**src/rtl/stopwatch_core.sv**
```systemverilog
// rtl/stopwatch_core.sv - BCD centisecond stopwatch core with start/stop/clear/lap control
//
// Purpose: counts centiseconds in BCD (00.00 .. SEC_WRAP-0.01) on each rising edge of the
// divider time-base while running, and shows either the live count or a frozen lap snapshot.
//
// Ports:
//   clk         system clock
//   reset       synchronous, active-high
//   tick_in     10 ms time-base level; each rising edge is one centisecond
//   start_stop  command pulse: IDLE->RUN, RUN->PAUSED, PAUSED->RUN
//   clear       command pulse: zero everything from IDLE or PAUSED (ignored in RUN)
//   lap         command pulse: take/release a lap snapshot
//   disp_bcd    {tens s, s, tenths, hundredths}
//   running     high in RUN
//   lap_active  display frozen on the lap snapshot
//   wrap        one-cycle pulse, coincident with the count reading 00.00 after rollover
module stopwatch_core #(
  parameter int SEC_WRAP = 60
) (
  input  logic        clk,
  input  logic        reset,
  input  logic        tick_in,
  input  logic        start_stop,
  input  logic        clear,
  input  logic        lap,
  output logic [15:0] disp_bcd,
  output logic        running,
  output logic        lap_active,
  output logic        wrap
);

  localparam logic [3:0] TENS_MAX = 4'(SEC_WRAP / 10 - 1);

  typedef enum logic [1:0] {
    IDLE   = 2'd0,
    RUN    = 2'd1,
    PAUSED = 2'd2
  } state_t;

  state_t      state_q, state_d;
  logic [15:0] count_q, count_d;
  logic [15:0] lap_q, lap_d;
  logic        lap_active_q, lap_active_d;
  logic        wrap_q, wrap_d;
  logic        tick_q;
  logic        tick_rise;
  logic [15:0] count_inc;
  logic        roll;

  assign tick_rise = tick_in & ~tick_q;

  // Ripple BCD increment; roll flags the return to 00.00.
  always_comb begin
    count_inc = count_q;
    roll      = 1'b0;
    if (count_q[3:0] < 4'd9) begin
      count_inc[3:0] = count_q[3:0] + 4'd1;
    end else begin
      count_inc[3:0] = 4'd0;
      if (count_q[7:4] < 4'd9) begin
        count_inc[7:4] = count_q[7:4] + 4'd1;
      end else begin
        count_inc[7:4] = 4'd0;
        if (count_q[11:8] < 4'd9) begin
          count_inc[11:8] = count_q[11:8] + 4'd1;
        end else begin
          count_inc[11:8] = 4'd0;
          if (count_q[15:12] < TENS_MAX) begin
            count_inc[15:12] = count_q[15:12] + 4'd1;
          end else begin
            count_inc[15:12] = 4'd0;
            roll             = 1'b1;
          end
        end
      end
    end
  end

  always_comb begin
    state_d      = state_q;
    count_d      = count_q;
    lap_d        = lap_q;
    lap_active_d = lap_active_q;
    wrap_d       = 1'b0;

    // Counting depends only on the pre-edge state, so a start_stop that pauses
    // still lets the coincident tick through, and one that starts does not.
    if (state_q == RUN && tick_rise) begin
      count_d = count_inc;
      wrap_d  = roll;
    end

    // One command per cycle: clear wins even when it is itself ignored in RUN.
    if (clear) begin
      if (state_q != RUN) begin
        state_d      = IDLE;
        count_d      = 16'h0000;
        lap_d        = 16'h0000;
        lap_active_d = 1'b0;
      end
    end else if (start_stop) begin
      case (state_q)
        IDLE:    state_d = RUN;
        RUN:     state_d = PAUSED;
        PAUSED:  state_d = RUN;
        default: state_d = IDLE;
      endcase
    end else if (lap) begin
      if (lap_active_q) begin
        lap_active_d = 1'b0;
      end else if (state_q == RUN) begin
        lap_d        = count_q;
        lap_active_d = 1'b1;
      end
    end
  end

  always_ff @(posedge clk) begin
    if (reset) begin
      state_q      <= IDLE;
      count_q      <= 16'h0000;
      lap_q        <= 16'h0000;
      lap_active_q <= 1'b0;
      wrap_q       <= 1'b0;
      tick_q       <= 1'b0;
    end else begin
      state_q      <= state_d;
      count_q      <= count_d;
      lap_q        <= lap_d;
      lap_active_q <= lap_active_d;
      wrap_q       <= wrap_d;
      tick_q       <= tick_in;
    end
  end

  assign disp_bcd   = lap_active_q ? lap_q : count_q;
  assign running    = (state_q == RUN);
  assign lap_active = lap_active_q;
  assign wrap       = wrap_q;

endmodule

```
**config.mk**
```make
export PLATFORM = sky130hd
export DESIGN_NAME = stopwatch_core
export DESIGN_NICKNAME = d
export VERILOG_FILES = /design/src/rtl/stopwatch_core.sv
export SDC_FILE = /design/constraint.sdc
export NUM_CORES = 1
export LEC_CHECK = 0
export ABC_AREA = 1
export BUFFER_PORTS_ARGS = -buffer_cell sky130_fd_sc_hd__buf_2
export CORE_MARGIN = 2
export CORE_UTILIZATION = 25
export CTS_BUF_LIST = sky130_fd_sc_hd__clkbuf_8
export DETAILED_ROUTE_END_ITERATION = 16
export MAX_ROUTING_LAYER = met4
export SLEW_MARGIN = 20
export SYNTH_ARGS = -nofsm -noshare
export SYNTH_HDL_FRONTEND = slang
export SYNTH_SLANG_ARGS = --single-unit
```
**constraint.sdc**
```tcl
create_clock -name clk -period 1.55 [get_ports clk]
set_input_delay 0.0775 -clock clk [delete_from_list [all_inputs] [get_ports clk]]
set_output_delay 0.0775 -clock clk [all_outputs]
set_load 0.02 [all_outputs]
```
; Word level (Yosys, flattened, before mapping)
; Index checks and enable logic that the tools add are counted.
[totals]
ff_bits = 37
input_bits = 6
elab_cells = 61
[classes]
n_addsub = 4
n_lt_le_gt_ge = 4
n_eq_ne = 6
muxes = 28
bitwise = 3
reduce_logical = 10
[op_table]
columns = operator, n
row1 = 16-bit two-way mux, 10
row2 = 4-bit two-way mux, 5
row3 = "4-bit by 1-bit adder with 4-bit output, second input constant", 4
row4 = "4-bit less-than comparator, second input constant", 3
row5 = 12-bit two-way mux, 1
row6 = 8-bit two-way mux, 1
row7 = 1-bit two-way mux, 7
row8 = 2-bit two-way mux, 3
row9 = "2-bit by 1-bit inequality test with 1-bit output, second input constant", 3
row10 = 2-bit nonzero test, 3
row11 = 5-bit AND reduction, 1
row12 = 5-bit OR reduction, 1
row13 = "4-bit by 3-bit less-than comparator with 1-bit output, second input constant", 1
row14 = 2-bit one-hot mux with 2 select lines, 1
row15 = 3-bit AND reduction, 1
row16 = "2-bit by 1-bit == test with 1-bit output, second input constant", 1
row17 = "2-bit == test, second input constant", 1
row18 = 2-bit zero test, 1
row19 = "2-bit inequality test, second input constant", 1
row20 = 1-bit inverter, 2
row21 = 2-bit AND reduction, 1
row22 = 2-bit OR reduction, 1
row23 = 1-bit AND, 1
row24 = 1-bit logical AND, 1

; Longest topological paths before layout
; Gate-level depths: netlist of the first run.
[logic_depth]
ltp_word = 8
depth_mapped = 10
depth_no_buf = 10

; Worst setup path after synthesis of the first run
; Ideal clock, no wire load.
[synth_timing]
path_kind = register to register
start = register count_q[8]
end = register count_q[12]
arrival_ns = 1.250
t_required_ns = 1.441
path_slack_ns = 0.191
stages_incl_launch_ff = 11
period_less_slack_ns = 1.359
path_cell_list = dfxtp_1 -> inv_1 -> ha_1 -> nand2_1 -> nand2_1 -> nor2_2 -> nand2_1 -> nand2_1 -> nand2_1 -> nand2_1 -> inv_1
[synth_between]
elab_chain_len = 7
[synth_lines]
columns = item, line_no
row1 = start: declaration, 41  ; logic [15:0] count_q, count_d;
row2 = start signal: assignment, 128  ; count_q <= count_d;
row3 = 4-bit less-than comparator (*), 64  ; if (count_q[11:8] < 4'd9) begin
row4 = 4-bit two-way mux (*), 64
row5 = 8-bit two-way mux (*), 60  ; if (count_q[7:4] < 4'd9) begin
row6 = 12-bit two-way mux (*), 56  ; if (count_q[3:0] < 4'd9) begin
row7 = 16-bit two-way mux (*), 88  ; if (state_q == RUN && tick_rise) begin
row8 = 16-bit two-way mux, 95  ; if (state_q != RUN) begin
row9 = 16-bit two-way mux (*), 94  ; if (clear) begin
; Every way passes the cells marked *; elsewhere a longest branch is shown, timed or not.
; A chain may end at the register's enable or synchronous reset.

; Worst setup path after layout of the first run
[layout_timing]
start = register lap_active_q, in the netlist lap_active
end = output disp_bcd[13]
[layout_between]
elab_chain_len = 1
[layout_lines]
columns = item, line_no
row1 = start: declaration, 43  ; logic lap_active_q, lap_active_d;
row2 = start signal: assignment, 130  ; lap_active_q <= lap_active_d;
row3 = 16-bit two-way mux, 136  ; assign disp_bcd = lap_active_q ? lap_q : count_q;
row4 = end: declaration, 26  ; output logic [15:0] disp_bcd,
; Every way passes these cells.

==> results of run 1 <==
[how the worst min path moves through the flow]
stage                  from          end  cells after the start
global placement    tick_in       tick_q                      3
floorplan           tick_in       tick_q                      2
CTS                   reset  count_q[15]                      4
finish                reset  count_q[15]                      4
global route          reset  count_q[15]                      4
detailed placement  tick_in       tick_q                      3
[sequential cells by signal (all words and copies together) (netlist names)]
| register | count |
|---|---|
| tick_q | 1 |
| lap_active | 1 |
| count_q | 16 |
| lap_q | 16 |
| state_q | 2 |
| wrap | 1 |
[stage by stage]
step / instance area [um^2] / worst slack (ns) / utilization / total power [mW]
4_1_cts: 2283 / 0.08189 / 0.3115 / 1.763
2_1_floorplan: 1908 / 0.1909 / - / 1.054
3_3_place_gp: 2187 / 0.1194 / 0.2983 / 1.088
3_5_place_dp: 2187 / 0.1029 / 0.2983 / 1.088
6_report: 2296 / 0.1495 / 0.3132 / 1.745
5_1_grt: 2296 / 0.004212 / 0.3132 / 1.815
[logic make-up after synthesis]
group | share of synthesized area
fa+ha+maj | 0.05246
simple gates | 0.3193
flops | 0.3882
compound gates | 0.1456
buf+inv | 0.09442
[Yosys cell counts, drive strengths merged]
library cell and instances:
nand2 75, dfxtp 37, inv 32, nand3 31, a21oi 29, nor2 22, o21ai 22, ha 8
clkbuf 6, buf 4, nor3 3, a21boi 1, clkinv 1, nand4 1
[power by group through the flow]
| stage | sequential [mW] | clock [mW] | combinational [mW] |
|---|---|---|---|
| after floorplan | 0.981 | 0 | 0.0729 |
| after global placement | 0.982 | 0 | 0.105 |
| after detailed placement | 0.982 | 0 | 0.106 |
| after CTS | 0.960 | 0.695 | 0.108 |
| after global routing | 0.961 | 0.735 | 0.120 |
| final | 0.960 | 0.677 | 0.108 |
[cell type report]
cell class                 instances  area, um^2  area share
clock buffer                       6       82.58     0.03597
clock inverter                     1       3.754    0.001635
inverter                          33       125.1     0.05450
multi-input combinational        192       989.7      0.4311
sequential                        37       743.2      0.3237
tap                               99       123.9     0.05395
timing repair buffer              38       227.7     0.09918
[critical path, stage by stage, from the launching register on]
cell and delay [ns]:
sky130_fd_sc_hd__dfxtp_1 0.42, sky130_fd_sc_hd__buf_4 0.25, sky130_fd_sc_hd__nand2_1 0.06, sky130_fd_sc_hd__o21ai_0 0.10, sky130_fd_sc_hd__buf_2 0.20
[layer usage]
| metal | vias to the layer above | wire length (um) | GRT usage |
|---|---|---|---|
| li1 | 943 | - | - |
| met1 | 830 | 2136 | 0.1306 |
| met2 | 32 | 2182 | 0.1932 |
| met3 | 9 | 130 | 0.02573 |
| met4 | 0 | 81 | 0.05429 |
| met5 | - | 0 | - |
[repair_timing]
action / in CTS / in global routing
endpoints found under the setup margin: 0 / 6
setup buffers: 0 / 1
endpoints found under the hold margin: 1 / 0
hold buffers: 1 / 0
gates resized for setup: 0 / 5
==> flow_metrics.tcl, run 1 <==
set metrics [dict create \
    outcome "finished clean" \
    fmax_mhz 714.1 \
    vias_after_detailed_routing 1814 \
    dr.first_iter.drc_count 80 \
    post-synth-top-area-cell "sky130_fd_sc_hd__dfxtp_1" \
    synth_area_um2 1908 \
    dieArea_um2 8348 \
    finish.cell_count_without_fillers 406 \
    clock_tree_from_tritoncts "yes" \
    antenna_cells 0 \
    drt.antenna.violating_nets 0 \
    worstSetupPathType "reg2out" \
    intPower_mw 1.332 \
    power.sequential.fraction 0.550 \
    reg2reg_setup_slack_ns 0.16 \
    number_of_global_route_vias_before_repair 1694 \
    power.density_cell_area_nw_per_um2 760.0 \
    die_y_um 91.37 \
    timing.critical_path.required_ns 1.47 \
    final_common_cell "sky130_fd_sc_hd__nand2_1" \
    max_slew.worst_pin.slew_ns 0.3709 \
    reg2regPathDepth 9 \
    max_slew_margin 0.7519 \
    cp-end-kind "output port" \
    yosys_warnings 0 \
    syn_nets 286 \
    total_leakage_power_nw 0.9792 \
    netSwitchingFraction 0.2366 \
    ir_drop_uv 270.0 \
    number_of_h_tree_levels 2 \
    drt_drc_violations_left 0 \
    initial_utilization 0.2603 \
    dr.pass1.iters 4 \
    grt.overflow.total 0 \
    grt_setup_unrepaired "false" \
    area_growth_syn_to_layout_pct 20.33 \
    start_kind "register" \
    grt_pass1_wl_um 7555 \
    timing.hold.worst.class "in2reg" \
    critPathLaunch "lap_active" \
    syn-instance-count 272 \
    synthDominantCellAreaShare 0.3882 \
    clkSlewWorstSetupHoldPaths_ns 0.07 \
    drive_above_1_share 0.2085 \
    numPlacedInstances 397 \
    finalSetupViolations 0 \
    power.switching_mw 0.4128 \
    critical_path_arrival_ns 1.32 \
    worst_skew_late_latency_ns 0.29 \
    timing.rr.start "count_q[4]" \
    totalNegativeSetupSlack_ns 0 \
    min_period_over_period 0.9035 \
    rr_endpoint "count_q[13]" \
    drt-vias-per-instance 4.468 \
    fill_cells 787 \
    clockBufferDepth 2 \
    floorplan.core_area_um2 7331 \
    timing_max_transition_violations_final 0 \
    setup.worst_path.end "disp_bcd[13]" \
    synthDistinctLibCells 25 \
    holdWs_ns 0.1084 \
    die_outline_width_um 91.37 \
    pwr-share-clk 0.388 \
    number_of_flip_flops_and_latches_in_the_synthesized_netlist 37 \
    routabilityCongestion 0.9258 \
    numCtsBuffers 5 \
    antenna_found_initial 0 \
    finish.net_count 321 \
    detailedPlacementHpwl_um 3334 \
    routed_wl_um 4530 \
    num_io_pins 25 \
    share_comb_of_total_power 0.062 \
    timing_hold_violations_final 0 \
    synthesis.area_per_instance_um2 7.015 \
    drt-wirelength-per-cell_um 11.16 \
    final_period_minus_worst_setup_slack_ns 1.400 \
    portBuffers 24 \
    clock_skew_ns 0.006676 \
    layout.cells.most_common_list "sky130_fd_sc_hd__nand2_1, sky130_fd_sc_hd__dfxtp_1, sky130_fd_sc_hd__inv_1" \
    yosysSeqAreaShare 0.3882 \
    placement_rows 31 \
    synth.area.top_cells "sky130_fd_sc_hd__dfxtp_1, sky130_fd_sc_hd__nand2_1, sky130_fd_sc_hd__nand3_1, sky130_fd_sc_hd__a21oi_1, sky130_fd_sc_hd__inv_1" \
    ctsRootBufferMaster "sky130_fd_sc_hd__clkbuf_8" \
    sinks_on_the_clock_net 37 \
    cap_violations 0 \
    grt_start_max_net_pins 21 \
    grt_usage 0.1153 \
    path_max_fanout 19 \
]
Power figures use the tool's default switching activity.
==> run 2, diff against run 1 <==
- clock period: 1.55 -> 1.7 ns (I/O delays scaled with it)
==> flow_metrics.tcl, run 2 (same netlist as run 1, synthesis figures left out) <==
set metrics [dict create \
    clkSlewWorstSetupHoldPaths_ns 0.08 \
    number_of_h_tree_levels 2 \
    fin_ws_ns 0.1675 \
    layout.cells.most_common_list "sky130_fd_sc_hd__nand2_1, sky130_fd_sc_hd__dfxtp_1, sky130_fd_sc_hd__inv_1" \
    max_slew.worst_pin.slew_ns 0.4700 \
    critPathTopFamily "simple AND/OR/NAND/NOR gates" \
    power.sequential.fraction 0.531 \
    num_io_pins 25 \
    intPower_mw 1.262 \
    drive_above_1_share 0.2000 \
    routed_wl_um 4689 \
    power.switching_mw 0.3866 \
    final_period_minus_worst_setup_slack_ns 1.532 \
    rr_endpoint "count_q[12]" \
    initial_utilization 0.2603 \
    clock_skew_ns 0.01041 \
    start_kind "register" \
    grt.overflow.total 0 \
    reg2reg_setup_slack_ns 0.17 \
    floorplan.core_area_um2 7331 \
    grt_usage 0.1200 \
    clock_tree_from_tritoncts "yes" \
    antenna_found_initial 0 \
    worstSetupPathType "reg2reg" \
    area_growth_syn_to_layout_pct 19.87 \
    dieArea_um2 8348 \
    grt_start_max_net_pins 22 \
    pwr-share-clk 0.411 \
    drt_drc_violations_left 0 \
    cap_violations 0 \
    timing.hold.worst.class "in2reg" \
    timing_hold_violations_final 0 \
    holdCritStartpoint "tick_in" \
    fmax_mhz 652.5 \
    routabilityCongestion 0.8824 \
    totalNegativeSetupSlack_ns 0 \
    number_of_global_route_vias_before_repair 1736 \
    dr.pass1.iters 4 \
    max_slew_margin 0.6867 \
    path_max_fanout 6 \
    timing_max_transition_violations_final 0 \
    timing.critical_path.required_ns 1.89 \
    place_ws_ns 0.1357 \
    netSwitchingFraction 0.2345 \
    vias_after_detailed_routing 1820 \
    cp_cell_sequence "inv_1, ha_1, nand2_1, nand2_1, nor2_4, nand2_1, nand2_1, nand2_1, nand2_1, inv_1" \
    drt.antenna.violating_nets 0 \
    outcome "finished clean" \
    portBuffers 24 \
    final_common_cell "sky130_fd_sc_hd__nand2_1" \
    total_leakage_power_nw 0.9732 \
    layout_top_registers "count_q: 16 flops, lap_q: 16 flops, state_q: 2 flops" \
    cp.buffers_inverters 2 \
    ctsRootBufferMaster "sky130_fd_sc_hd__clkbuf_8" \
    drt-vias-per-instance 4.505 \
    reg2regPathDepth 10 \
    critical_path_arrival_ns 1.72 \
    numCtsBuffers 5 \
    final_core_utilization 0.3120 \
    ir_drop_uv 229.9 \
    power.density_cell_area_nw_per_um2 720.7 \
    min_to "tick_q" \
    critical_path_depth 10 \
    share_comb_of_total_power 0.058 \
    clockBufferDepth 2 \
    die_y_um 91.37 \
    cp-end-kind "register" \
    cts_hold_buf 0 \
    antenna_cells 0 \
    detailedPlacementHpwl_um 3417 \
    die_outline_width_um 91.37 \
    sinks_on_the_clock_net 37 \
    critical_path.most_common_cell "sky130_fd_sc_hd__nand2_1" \
    finish.net_count 318 \
    min_period_over_period 0.9015 \
    drt-wirelength-per-cell_um 11.61 \
    grt_pass1_wl_um 7845 \
    dr.first_iter.drc_count 124 \
    hold-path-cell-count 3 \
    timing.rr.start "count_q[4]" \
    max_stage_delay_ns 0.39 \
    worst_skew_late_latency_ns 0.29 \
    finalSetupViolations 0 \
    placement_rows 31 \
    worst_path_max_delay_cell "sky130_fd_sc_hd__dfxtp_1" \
]
[run 2: worst max-delay path by stage]
stage                from      endpoint  slack, ns
2_1_floorplan  lap_active  disp_bcd[10]       0.33
3_3_place_gp   count_q[0]   count_q[14]       0.18
3_5_place_dp   count_q[8]   count_q[12]       0.14
4_1_cts        count_q[8]   count_q[12]       0.12
5_1_grt        count_q[4]   count_q[12]     -0.007
6_report       count_q[4]   count_q[12]       0.17
[run 2: repair_timing]
item | in CTS | in global routing
setup buffers | 0 | 6
setup endpoints to repair | 0 | 2
gates resized for setup | 0 | 2
[run 2: power groups by stage]
stage                     clock network [mW]  logic (mW)  registers [mW]
final                                  0.678      0.0952           0.875
after global routing                   0.739       0.106           0.876
after CTS                              0.692      0.0962           0.875
after detailed placement                   0      0.0960           0.896
after global placement                     0      0.0947           0.895
after floorplan                            0      0.0664           0.895
[run 2: routing by layer]
metal,part of all wire,global-route usage,routed length [um],vias to the layer above
met2,0.47,0.1994,2222,49
met5,0,-,0,-
met3,0.051,0.02656,240,7
met4,0.020,0.05051,92,0
met1,0.46,0.1399,2134,832
li1,-,-,-,932
[run 2: area by class of cell]
type	count	area, um^2
Timing Repair Buffer	35	202.7
Tap cell	99	123.9
Sequential cell	37	742.0
Multi-Input combinational cell	192	992.2
Clock buffer	7	96.34
Inverter	33	125.1
Fill cell	783	5044
Clock inverter	1	5.005
[run 2: worst register-to-register path, cell delays in order, from the launching register on]
cell and delay [ns]:
sky130_fd_sc_hd__dfxtp_1 0.39, sky130_fd_sc_hd__inv_1 0.10, sky130_fd_sc_hd__ha_1 0.20, sky130_fd_sc_hd__nand2_1 0.06, sky130_fd_sc_hd__nand2_1 0.13, sky130_fd_sc_hd__nor2_4 0.19, sky130_fd_sc_hd__nand2_1 0.07, sky130_fd_sc_hd__nand2_1 0.13
sky130_fd_sc_hd__nand2_1 0.07, sky130_fd_sc_hd__nand2_1 0.06, sky130_fd_sc_hd__inv_1 0.03
[run 2: metrics by stage]
step,hold WS [ns],power (mW),std cells,cell area [um^2]
global route,0.03155,1.721,404,2287
floorplan,0.2099,0.9613,272,1908
detailed placement,0.3118,0.9916,390,2135
finish,0.004839,1.648,404,2287
CTS,0.009229,1.663,398,2236
global placement,0.3071,0.9901,390,2135
==> run 3, diff against run 2 <==
- SKIP_CTS_REPAIR_TIMING: unset -> 1
- clock period: 1.7 -> 1.3 ns (I/O delays scaled with it)
==> flow_metrics.tcl, run 3 (same netlist as run 1, synthesis figures left out) <==
set metrics [dict create \
    power.density_cell_area_nw_per_um2 794.4 \
    placement_rows 31 \
    worst_skew_late_latency_ns 0.29 \
    dr.pass1.iters 4 \
    antenna_found_initial 0 \
    timing.critical_path.required_ns 1.54 \
    clkSlewWorstSetupHoldPaths_ns 0.08 \
    max_slew_margin 0.8356 \
    top_signal_layer_used "met4" \
    critical_path_arrival_ns 1.51 \
    layout_top_registers "count_q: 16 flops, lap_q: 16 flops, state_q: 2 flops" \
    grt_usage 0.1254 \
    final_period_minus_worst_setup_slack_ns 1.270 \
    totalNegativeSetupSlack_ns 0 \
    clock_tree_from_tritoncts "yes" \
    portBuffers 24 \
    met3_wirelength_um 174 \
    layout.cells.most_common_list "sky130_fd_sc_hd__nand2_1, sky130_fd_sc_hd__buf_4, sky130_fd_sc_hd__inv_1" \
    cap_violations 0 \
    worst_path_max_delay_cell "sky130_fd_sc_hd__dfxtp_2" \
    timing_hold_violations_final 0 \
    timing.hold.worst.class "in2reg" \
    clock_skew_ns 0.005299 \
    timing.rr.start "count_q[1]" \
    finalSetupViolations 0 \
    detailedPlacementHpwl_um 3569 \
    drt-wirelength-per-cell_um 11.61 \
    critPathTopFamily "simple AND/OR/NAND/NOR gates" \
    start_kind "register" \
    area_growth_syn_to_layout_pct 37.90 \
    drt.antenna.violating_nets 0 \
    critPathLaunch "count_q[1]" \
    routed_wl_um 4968 \
    reg2regPathDepth 10 \
    dieArea_um2 8348 \
    routabilityCongestion 0.8835 \
    dr.first_iter.drc_count 66 \
    min_to "lap_q[1]" \
    p_total_mw 2.090 \
    grt.overflow.total 0 \
    holdCritStartpoint "reset" \
    drt_drc_violations_left 0 \
    grt_start_max_net_pins 21 \
    hold-path-cell-count 2 \
    floorplan.core_area_um2 7331 \
    sinks_on_the_clock_net 37 \
    drive_above_1_share 0.3283 \
    antenna_cells 0 \
    worstSetupPathType "reg2reg" \
    num_io_pins 25 \
    min_period_over_period 0.9773 \
    die_y_um 91.37 \
    grt_pass1_wl_um 8059 \
    initial_utilization 0.2603 \
    met2_wirelength_um 2362 \
    number_of_global_route_vias_before_repair 1773 \
    final_common_cell "sky130_fd_sc_hd__nand2_1" \
    ir_drop_uv 430.3 \
    path_max_fanout 6 \
    wl_met1_um 2351 \
    cp.buffers_inverters 2 \
    ctsRootBufferMaster "sky130_fd_sc_hd__clkbuf_8" \
    drt-vias-per-instance 4.425 \
    fmax_mhz 787.1 \
    rr_endpoint "count_q[10]" \
    holdWs_ns 0.08822 \
    clockBufferDepth 2 \
    die_outline_width_um 91.37 \
    timing_max_transition_violations_final 0 \
    number_of_h_tree_levels 2 \
    finish.net_count 342 \
    max_stage_delay_ns 0.34 \
    vias_after_detailed_routing 1894 \
    cp_cell_sequence "inv_2, ha_4, nand2_4, nand2_4, nor2_8, buf_6, nand2_2, nand2_1, nand2_1, nor2_1" \
    grt_setup_unrepaired "true" \
    cp-end-kind "register" \
    outcome "finished clean" \
    numCtsBuffers 5 \
    total_leakage_power_nw 1.181 \
    max_slew.worst_pin.slew_ns 0.2440 \
    reg2reg_setup_slack_ns 0.03 \
]
-- run 3: area by class of cell --
| cell class | instances | area (um^2) |
|---|---|---|
| flip-flops and latches | 37 | 753.2 |
| fillers | 777 | 4700 |
| multi-input cells | 192 | 1097 |
| repair buffers | 59 | 447.9 |
| well taps | 99 | 123.9 |
| clock buffers | 5 | 68.82 |
| inverters | 33 | 128.9 |
| clock inverters | 3 | 11.26 |
-- run 3: layer usage --
layer  GRT usage  vias to the layer above
li1            -                      988
met1      0.1535                      867
met2      0.1963                       31
met3     0.03900                        8
met4     0.04167                        0
met5           -                        -
-- run 3: worst max-delay path by stage --
stage,to,cells past startpoint
CTS,disp_bcd[8],4
detailed placement,count_q[12],10
floorplan,count_q[12],10
global route,count_q[10],10
finish,count_q[10],10
global placement,count_q[14],10
-- run 3: metrics by stage --
| step | utilization | instance area (um^2) | setup WS (ns) | instances |
|---|---|---|---|---|
| global placement | 0.3226 | 2365 | -0.03992 | 417 |
| global route | 0.3589 | 2631 | -0.08763 | 428 |
| finish | 0.3589 | 2631 | 0.02951 | 428 |
| floorplan | - | 1926 | -0.01977 | 272 |
| detailed placement | 0.3226 | 2365 | -0.05007 | 417 |
| CTS | 0.3335 | 2445 | -0.1588 | 425 |
-- run 3: power breakdown --
| part | internal (mW) | switching (mW) | leakage (nW) |
|---|---|---|---|
| sequential | 1.14 | 0.00676 | 0.303 |
| combinational | 0.0620 | 0.103 | 0.826 |
| clock | 0.358 | 0.422 | 0.0519 |
| total | 1.56 | 0.533 | 1.18 |
-- run 3: worst register-to-register path, stage by stage (launching register included) --
cell and delay, ns:
sky130_fd_sc_hd__dfxtp_2 0.34, sky130_fd_sc_hd__inv_2 0.05, sky130_fd_sc_hd__ha_4 0.15, sky130_fd_sc_hd__nand2_4 0.05, sky130_fd_sc_hd__nand2_4 0.07, sky130_fd_sc_hd__nor2_8 0.16
sky130_fd_sc_hd__buf_6 0.14, sky130_fd_sc_hd__nand2_2 0.05, sky130_fd_sc_hd__nand2_1 0.05, sky130_fd_sc_hd__nand2_1 0.05, sky130_fd_sc_hd__nor2_1 0.09
